--- config.mk ---
export PLATFORM = sky130hd
export DESIGN_NAME = commit_sequencer
export DESIGN_NICKNAME = d
export VERILOG_FILES = /design/src/rtl/commit_sequencer.sv
export SDC_FILE = /design/constraint.sdc
export NUM_CORES = 1
export LEC_CHECK = 0
export CAP_MARGIN = 20
export CORE_MARGIN = 2
export CORE_UTILIZATION = 54
export CTS_CLUSTER_SIZE = 12
export DETAILED_ROUTE_END_ITERATION = 10
export PLACE_DENSITY = 0.72
export REMOVE_ABC_BUFFERS = 1
export SLEW_MARGIN = 10
export SYNTH_ARGS = -nofsm -noshare
export SYNTH_HDL_FRONTEND = slang
export SYNTH_SLANG_ARGS = --single-unit
--- constraint.sdc ---
create_clock -name clk -period 2.7 [get_ports clk]
set_input_delay 0.54 -clock clk [delete_from_list [all_inputs] [get_ports clk]]
set_output_delay 0.54 -clock clk [all_outputs]
set_load 0.02 [all_outputs]
--- src/rtl/commit_sequencer.sv ---
// commit_sequencer: seven-entry in-order commit buffer that hands out tags
// 1..7, captures out-of-order writebacks and retires one result per cycle
// to the register file.
//
// Ports:
//   clk, rst      clock and synchronous active-high reset
//   pause, flush  freeze the sequencer / discard every in-flight entry
//   issue_*       tag request from the decoder; issue_tag is the tag granted
//   wb_*          execution results, addressed by tag
//   rf_*          register-file write port and retiring tag (rf_num)
//   count         number of occupied entries
module commit_sequencer #(
   parameter int DATA_W = 32
) (
   input  logic              clk,
   input  logic              rst,
   input  logic              pause,
   input  logic              flush,
   input  logic              issue_valid,
   input  logic [4:0]        issue_rd,
   output logic              issue_ready,
   output logic [2:0]        issue_tag,
   input  logic              wb_valid,
   input  logic [2:0]        wb_tag,
   input  logic [DATA_W-1:0] wb_data,
   output logic              rf_commit,
   output logic [4:0]        rf_reg_num,
   output logic [DATA_W-1:0] rf_data,
   output logic [2:0]        rf_num,
   output logic [2:0]        count
);

   // Slot 0 exists only so a tag of 0 indexes a permanently invalid entry.
   logic [7:0]        vld;
   logic [7:0]        rdy;
   logic [4:0]        rd_q   [8];
   logic [DATA_W-1:0] data_q [8];

   logic [2:0] head;
   logic [2:0] tail;

   logic do_issue;
   logic do_wb;
   logic do_ret;

   function automatic logic [2:0] next_ptr(input logic [2:0] p);
      return (p == 3'd7) ? 3'd1 : p + 3'd1;
   endfunction

   assign issue_ready = (count != 3'd7) && !pause && !flush;
   assign issue_tag   = tail;

   assign do_issue = issue_valid && issue_ready;
   assign do_wb    = wb_valid && vld[wb_tag] && !pause && !flush;
   // Readiness is the pre-edge value, so a writeback never retires
   // on the same edge it lands.
   assign do_ret   = vld[head] && rdy[head] && !pause && !flush;

   always_ff @(posedge clk) begin
      if (rst) begin
         vld        <= '0;
         rdy        <= '0;
         head       <= 3'd1;
         tail       <= 3'd1;
         count      <= '0;
         rf_commit  <= 1'b0;
         rf_reg_num <= '0;
         rf_data    <= '0;
         rf_num     <= '0;
         for (int i = 0; i < 8; i++) begin
            rd_q[i]   <= '0;
            data_q[i] <= '0;
         end
      end else if (flush) begin
         vld       <= '0;
         rdy       <= '0;
         head      <= 3'd1;
         tail      <= 3'd1;
         count     <= '0;
         rf_commit <= 1'b0;
      end else if (pause) begin
         rf_commit <= 1'b0;
      end else begin
         if (do_wb) begin
            data_q[wb_tag] <= wb_data;
            rdy[wb_tag]    <= 1'b1;
         end
         // Tail can only equal head here when the buffer is empty, so an
         // issue never lands on the entry being retired.
         if (do_issue) begin
            vld[tail]  <= 1'b1;
            rdy[tail]  <= 1'b0;
            rd_q[tail] <= issue_rd;
            tail       <= next_ptr(tail);
         end
         if (do_ret) begin
            vld[head]  <= 1'b0;
            rdy[head]  <= 1'b0;
            head       <= next_ptr(head);
            // x0 retires silently: the entry drains but no write strobe.
            rf_commit  <= (rd_q[head] != 5'd0);
            rf_reg_num <= rd_q[head];
            rf_data    <= data_q[head];
            rf_num     <= head;
         end else begin
            rf_commit <= 1'b0;
         end
         count <= count + {2'b00, do_issue} - {2'b00, do_ret};
      end
   end

endmodule
Word level (Yosys, flattened, before mapping)
Memory sizes are Yosys's and may differ from the RTL's. A register that Yosys moved wholly into a read port is not among the register bits.
Cells that the tools add are included.

storage, ports and cells
  register bits after elaboration = 34
  bits in writable memories = 296
  input bits = 46
  output and inout bits = 48
  logic and storage cells = 103
  memories = 2

memory list
  memory  words  bits a word  rd ports  clocked after Yosys merged registers in  wr ports  line  source
  data_q  8      32           1         1                                        8         37    logic [DATA_W-1:0] data_q [8];
  rd_q    8      5            1         1                                        8         36    logic [4:0] rd_q [8];

operators by class
  add/sub/neg operators = 4
  order comparisons = 6
  equal/unequal tests = 3
  mux-type cells = 48
  bitwise operators = 10
  reductions and logical operators = 22

operator list
  operator                                                    count
  two-way mux 8 bit                                           14
  two-way mux 32 bit                                          1
  OR reduction 32 bit                                         1
  bitwise AND 8 bit                                           3
  two-way mux 1 bit                                           20
  two-way mux 3 bit                                           6
  inverter 8 bit                                              2
  OR 8 bit                                                    2
  logical AND 1 bit                                           12
  less-than comparator 3 x 4 -> 1 bit, second input constant  3
  binary-select mux 1 bit (select 3 bit)                      3
  demux 1 bit (select 3 bit)                                  3
  >= comparator 3 x 1 -> 1 bit, second input constant         3
  adder 3 x 1 -> 3 bit, second input constant                 2
  == test 3 bit, second input constant                        2
  two-way mux 5 bit                                           1
  nonzero test 5 bit                                          1
  OR reduction 5 bit                                          1
  AND reduction 2 bit                                         2
  OR reduction 4 bit                                          1
  adder 3 x 1 -> 3 bit                                        1
  != test 3 bit, second input constant                        1
  inverter 1 bit                                              3
  AND reduction 3 bit                                         1
  3 further kinds                                             4

Logic depth before layout (Yosys ltp)
Gate-level depths: netlist of the first run.

  word-level depth = 16
  depth in mapped cells = 15
  gate-level depth less buffers = 11

Worst setup path before layout of the first run
Ideal clock, no wire load.

  kind = reg-to-reg
  start point = register head[0]
  end point = register count[2]
  setup time = 0.071 ns
  arrival = 2.885 ns
  data required time = 2.629 ns
  slack = -0.256 ns
  cell stages (with the launch flop) = 15
  buffers on the path = 3
  clock period less this slack = 2.956 ns
  cells stage by stage = dfxtp_1 > buf_2 > mux2_2 > nand2_1 > o2111a_2 > nor2_1 > buf_6 > buf_6 > ha_1 > inv_1 > ha_1 > fa_1 > xor2_1 > or3_1 > a21oi_1

between the ends
  cells in the longest elaborated chain, start to end = 6
  elaborated cells between the ends (all ways) = 8
  those cells by class = add/sub (1); mux (4); reduce/logical (3)

ends and longest elaborated chain
  what                                     line  source
  start, declared                          39    logic [2:0] head;
  start signal, assigned                   99    head <= next_ptr(head);
  binary-select mux 1 bit (select 3 bit)   57    assign do_ret = vld[head] && rdy[head] && !pause && !flush;
  two-way mux 1 bit (implied by the code)  57
  logical AND 1 bit (*) (3 in series)      57
  subtractor 3 x 1 -> 3 bit (*)            108   count <= count + {2'b00, do_issue} - {2'b00, do_ret};
  end signal, assigned                     108
  end, declared                            30    output logic [2:0] count

Every way passes the cells marked *; elsewhere a longest branch is shown, timed or not. The select of a mux whose other input is x is not followed.
A chain may end at the register's enable or synchronous reset.

Final worst setup path of the first run
Same ends and word-level chain as after synthesis.

==> results of run 1 <==
[registers in the layout, indices dropped and copies added (netlist names), named ones only]
signal,cells
rdy,8
rd_q,40
vld,8
data_q,256
head,3
rf_data,32
rf_reg_num,5
count,3
issue_tag,3
rf_num,3
rf_commit,1
[power by group through the flow]
stage / sequential, mW / clock (mW) / combinational (mW)
final: 6.25 / 4.80 / 0.499
after global routing: 6.26 / 5.08 / 0.538
after CTS: 6.25 / 4.85 / 0.499
after detailed placement: 6.37 / 0 / 0.496
after global placement: 6.36 / 0 / 0.492
after floorplan: 6.36 / 0 / 0.226
[worst max-delay path, stage by stage (launching register included)]
cell      delay (ns)
dfxtp_4         0.37
buf_8           0.14
buf_6           0.12
o211ai_1        0.23
nand4_1         0.22
nor2_4          0.19
ha_4            0.14
inv_2           0.03
ha_4            0.14
fa_2            0.34
xor2_2          0.15
or3_1           0.40
a21oi_2         0.11
[metrics by stage]
| step | util | hold slack, ns |
|---|---|---|
| finish | 0.644 | 0.499 |
| global route | 0.644 | 0.519 |
| CTS | 0.639 | 0.500 |
| detailed placement | 0.601 | 0.492 |
| global placement | 0.601 | 0.489 |
| floorplan | - | 0.460 |
[cells by family after synthesis]
family | after synthesis | synth area share
buffers and inverters | 112 | 0.0369
DFF | 365 | 0.640
and+or+nand+nor | 467 | 0.126
adders and majority gates | 7 | 0.00592
AOI/OAI and AO/OA | 209 | 0.0973
xor gates and xnor gates | 1 | 0.000546
muxes | 119 | 0.0936
[final cells by class]
type / count / area, sq um
multi-input combinational: 803 / 5270
clock buffer: 55 / 1040
sequential: 365 / 10300
fill: 2222 / 10500
tap: 390 / 488
inverter: 12 / 45.0
clock inverter: 12 / 80.1
timing repair buffer: 178 / 1780
[timing repair]
| action | in CTS | in global routing |
|---|---|---|
| buffers inserted | 1 | 9 |
| gates cloned | 0 | 0 |
| setup endpoints to repair | 1 | 2 |
| endpoints found under the hold margin | 0 | 0 |
| gates resized for setup | 2 | 14 |
| pin swaps | 0 | 10 |
[metal layers]
| metal | global-route usage | vias to the layer above | part of all wire |
|---|---|---|---|
| li1 | - | 4922 | - |
| met1 | 0.341 | 5339 | 0.40 |
| met2 | 0.424 | 472 | 0.49 |
| met3 | 0.0373 | 74 | 0.075 |
| met4 | 0.0851 | 0 | 0.027 |
| met5 | 0 | - | 0 |
[final timing paths]
| path | startpoint | to | slack, ns |
|---|---|---|---|
| worst max-delay path | head[0]$_SDFFE_PP1P_ | count[2]$_SDFFE_PP0N_ | 0.04 |
| worst min-delay path | rf_num[0]$_SDFFE_PP0P_ | rf_num[0]$_SDFFE_PP0P_ | 0.50 |
| worst max register to register | head[0]$_SDFFE_PP1P_ | count[2]$_SDFFE_PP0N_ | 0.04 |
| worst min register to register | rf_num[0]$_SDFFE_PP0P_ | rf_num[0]$_SDFFE_PP0P_ | 0.50 |
[synthesized netlist by cell type (2+ instances only)]
cell type,count,area [sq um]
ha_1,6,75.1
nor3_2,2,20.0
a31oi_1,14,87.6
a21oi_1,46,230
dfxtp_1,69,1380
nand2_1,49,184
a211o_1,7,61.3
o21ai_0,43,215
inv_1,11,41.3
clkbuf_1,53,199
edfxtp_1,296,8890
a211oi_2,24,300
a2bb2oi_1,26,228
nor3b_1,3,22.5
or2_2,4,25.0
and2_1,43,269
buf_2,17,85.1
nand3_1,42,210
nor2_1,298,1120
nor3_1,6,30.0
mux2i_1,68,681
or3_1,2,12.5
mux4_2,22,495
a211oi_1,15,113
buf_6,17,191
buf_4,6,45.0
and3_1,4,25.0
buf_1,7,26.3
nand2b_1,2,12.5
nor2b_1,3,18.8
o211ai_1,2,15.0
mux2_2,28,315
a221oi_1,26,228
==> results.json, run 1 <==
{
  "crit_type": "reg -> reg",
  "cp_data_required_time_ns": 3.14,
  "fin_skew_ns": 0.0178,
  "worst_slew_pin_slew_ns": 0.846,
  "grt_start_max_net_pins": 121,
  "path_clk_slew_ns": 0.06,
  "clock-sinks": 365,
  "grt.total_usage": 0.253,
  "synth.avg_cell_area_sq_um": 12.5,
  "synth_edf_count": 296,
  "gp_congestion": 0.867,
  "synth.distinct_cells": 52,
  "instances_no_fill": 1815,
  "firstDrtPassIters": 5,
  "fp.dieH_microns": 176,
  "ys_seq_area_frac": 0.640,
  "drc_errors": 0,
  "core-area_sq_um": 29500,
  "maxCapViolations": 0,
  "finalWirelength_mm": 38.9,
  "maxSlewHeadroom": 0.436,
  "max_freq_ghz": 0.376,
  "yosysWarnings": 0,
  "areaGrowthSynthToFinish_pct": 18.2,
  "hold_path.class": "reg -> reg",
  "vias": 10800,
  "dpl.hpwl_mm": 22.2,
  "portBuffers": 93,
  "netlist_instances": 1280,
  "ys.flop_type": "edfxtp_1",
  "clkLatencyLatePin_ns": 0.52,
  "grt_pass1_wl_mm": 59.9,
  "dp.cells": 1738,
  "setup-tns-final_ns": 0,
  "async_reset_ff_frac": 0,
  "hold_buffers": 0,
  "final_cell_mix": "297 x nor2_1, 296 x edfxtp_1, 92 x clkdlybuf4s50_1",
  "p_comb_frac": 0.043,
  "worst_setup_path_start_kind": "flop",
  "drive_gt1_frac": 0.164,
  "p_per_area_nw_per_um2": 609,
  "grt_setup_unrepaired": "yes",
  "place_area_sq_um": 17700,
  "seqPwrFrac": 0.541,
  "synth_area_sq_um": 16100,
  "final_nets": 1452,
  "min_period_ns": 2.66,
  "worstPathArrival_ns": 3.10,
  "core.rowCount": 63,
  "cts_buffers": 39,
  "slew_viol_final": 0,
  "layout_commonest_cell": "nor2_1",
  "post-route-period-util": 0.985,
  "grt_pass1_vias": 10700,
  "postLayoutCellArea_sq_um": 19000,
  "p_sw_mw": 2.39,
  "ant_nets": 0,
  "antenna_found_initial": 0,
  "gr-total-overflow": 0,
  "dieWidth_microns": 176,
  "worst_slack_ns": 0.0411,
  "p_leak_nw": 6.69,
  "root_buffer": "clkbuf_16",
  "antenna_cells": 0,
  "setup_viol": 0,
  "io_pins": 94,
  "die_area_sq_um": 31100,
  "start_util": 0.545,
  "power_frac_clock": 0.415,
  "ir_worst_vdd_mv": 0.561,
  "r2r_cells": 12,
  "outcome": "finished, final reports clean",
  "swShare": 0.207,
  "vias_per_cell": 5.95,
  "drt-wirelength-per-cell_microns": 21.5,
  "p_int_mw": 9.16,
  "endpoint_kind": "flop",
  "hold_depth": 2,
  "htreeDepth": 2,
  "synth-seq-cells": 365,
  "cts_max_path_buffers": 3,
  "drtIter0Drc": 1036,
  "p_total_mw": 11.5,
  "pre_cts_ws_ns": -0.273,
  "hold_viol": 0,
  "crit_path_max_fanout": 6,
  "cts_tree": "built"
}
No activity file was read; power rests on OpenSTA's default activity.
==> run 2: changes to the inputs <==
Settings changed: ABC_CLOCK_PERIOD_IN_PS set to 2700, REMOVE_ABC_BUFFERS 1 to unset.
==> results.json, run 2 (synthesis gave the netlist of run 1 again) <==
{
  "core.rowCount": 63,
  "grt_pass1_wl_mm": 60.7,
  "ant_nets": 0,
  "hold_depth": 2,
  "min_period_ns": 2.62,
  "crit_path_max_fanout": 3,
  "grt_setup_unrepaired": "no",
  "maxCapViolations": 0,
  "r2r_cells": 11,
  "maxSlewHeadroom": 0.307,
  "start_util": 0.545,
  "dpl.hpwl_mm": 23.1,
  "cts_tree": "built",
  "grt_pass1_vias": 10700,
  "root_buffer": "clkbuf_16",
  "crit_type": "in -> out",
  "grt_start_max_net_pins": 79,
  "p_total_mw": 11.7,
  "dieWidth_microns": 176,
  "areaGrowthSynthToFinish_pct": 17.7,
  "htreeDepth": 2,
  "multiInputGateArea_sq_um": 5250,
  "drt-wirelength-per-cell_microns": 21.7,
  "drive_gt1_frac": 0.159,
  "max_freq_ghz": 0.381,
  "portBuffers": 93,
  "vias": 10800,
  "cpMostUsedCell": "clkdlybuf4s50_1",
  "clkLatencyLatePin_ns": 0.53,
  "setup-tns-final_ns": 0,
  "endpoint_kind": "output pin",
  "r2r_start": "head[0]$_SDFFE_PP1P_",
  "core-area_sq_um": 29500,
  "finalWirelength_mm": 39.3,
  "antenna_found_initial": 0,
  "path_clk_slew_ns": 0.06,
  "reg2reg_to": "count[2]$_SDFFE_PP0N_",
  "min_to": "rf_num[1]$_SDFFE_PP0P_",
  "p_per_area_nw_per_um2": 617,
  "antenna_cells": 0,
  "clock-sinks": 365,
  "worst_setup_path_start_kind": "primary input",
  "fill_cells": 2263,
  "layout_commonest_cell": "nor2_1",
  "worstPathArrival_ns": 2.08,
  "synth_fp_nets": 1333,
  "gp_congestion": 0.856,
  "gr-total-overflow": 0,
  "ir_worst_vdd_mv": 0.410,
  "hold_viol": 0,
  "largest_reg_flops": 256,
  "worst_slack_ns": 0.0767,
  "max_stage_delay_ns": 0.59,
  "regToRegSetupSlack_ns": 0.11,
  "io_pins": 94,
  "vias_per_cell": 5.95,
  "hp-start": "rst",
  "hold_path.class": "in -> reg",
  "crit_buf_inv": 3,
  "drc_errors": 0,
  "final_cell_mix": "297 x nor2_1, 296 x edfxtp_1, 92 x clkdlybuf4s50_1",
  "cp_data_required_time_ns": 2.16,
  "die_area_sq_um": 31100,
  "largest-register": "data_q",
  "setup_viol": 0,
  "drtIter0Drc": 904,
  "firstDrtPassIters": 5,
  "fin_skew_ns": 0.0179,
  "top_regs": "data_q (256), rd_q (40), rf_data (32)",
  "post-route-period-util": 0.972,
  "cts_buffers": 38,
  "slew_viol_final": 0,
  "grt.total_usage": 0.256,
  "final_nets": 1445,
  "crit_slowest_cell": "clkdlybuf4s50_1",
  "path_depth": 4,
  "hold-worst-slack_ns": 0.306,
  "path_cells": "clkdlybuf4s50_1 > a311oi_4 > buf_4 > clkdlybuf4s50_1",
  "seq_area_sq_um": 10300,
  "cts_max_path_buffers": 3,
  "critical_path.top_delay_family": "buffers and inverters",
  "outcome": "finished, final reports clean",
  "p_leak_nw": 6.67,
  "pre_cts_ws_ns": -0.241,
  "worst_slew_pin_slew_ns": 1.04,
  "fp.dieH_microns": 176
}
-- run 2: cell types whose count changed in the layout (fill, tap and decap cells not counted), sizes merged --
cell	delta
clkbuf	+8
buf	-7
clkinv	-6
inv	+1
-- run 2: layer usage --
layer,track usage,share of wire,up-vias
met3,0.0401,0.076,66
met1,0.362,0.43,5357
li1,-,-,4918
met4,0.0671,0.018,0
met5,0,0,-
met2,0.418,0.48,439
-- run 2: stage by stage --
step	utilization	std cells	cell area, sq um
4_1_cts	0.639	1807	18900
3_3_place_gp	0.601	1738	17700
6_report	0.641	1811	18900
5_1_grt	0.641	1811	18900
3_5_place_dp	0.601	1738	17700
2_1_floorplan	-	1280	16100
-- run 2: timing repair --
action                                  4_1_cts  5_1_grt
hold buffers                                  0        0
endpoints found under the setup margin        0        1
endpoints found under the hold margin         0        0
setup buffers                                 0        4
gates resized for setup                       0        5
-- run 2: worst max-delay path by stage --
stage | from | to | slack [ns]
after floorplan | head[0]$_SDFFE_PP1P_ | count[2]$_SDFFE_PP0N_ | -0.13
final | flush | issue_ready | 0.08
after global routing | head[0]$_SDFFE_PP1P_ | count[2]$_SDFFE_PP0N_ | 0.002
after detailed placement | flush | count[2]$_SDFFE_PP0N_ | -0.24
after global placement | flush | count[2]$_SDFFE_PP0N_ | -0.20
after CTS | flush | issue_ready | 0.07
-- run 2: power by group --
part           leakage [nW]  switching, mW  total (mW)  internal (mW)
Sequential             3.61         0.0427        6.25           6.21
Combinational          2.51          0.310       0.502          0.192
Clock                 0.548           2.09        4.90           2.81
-- run 2: cell type report --
class	instances	area share
repair buffers	172	0.0896
well taps	390	0.0258
flip-flops and latches	365	0.544
clock inverters	7	0.00404
inverters	12	0.00238
multi-input cells	803	0.278
clock buffers	62	0.0564
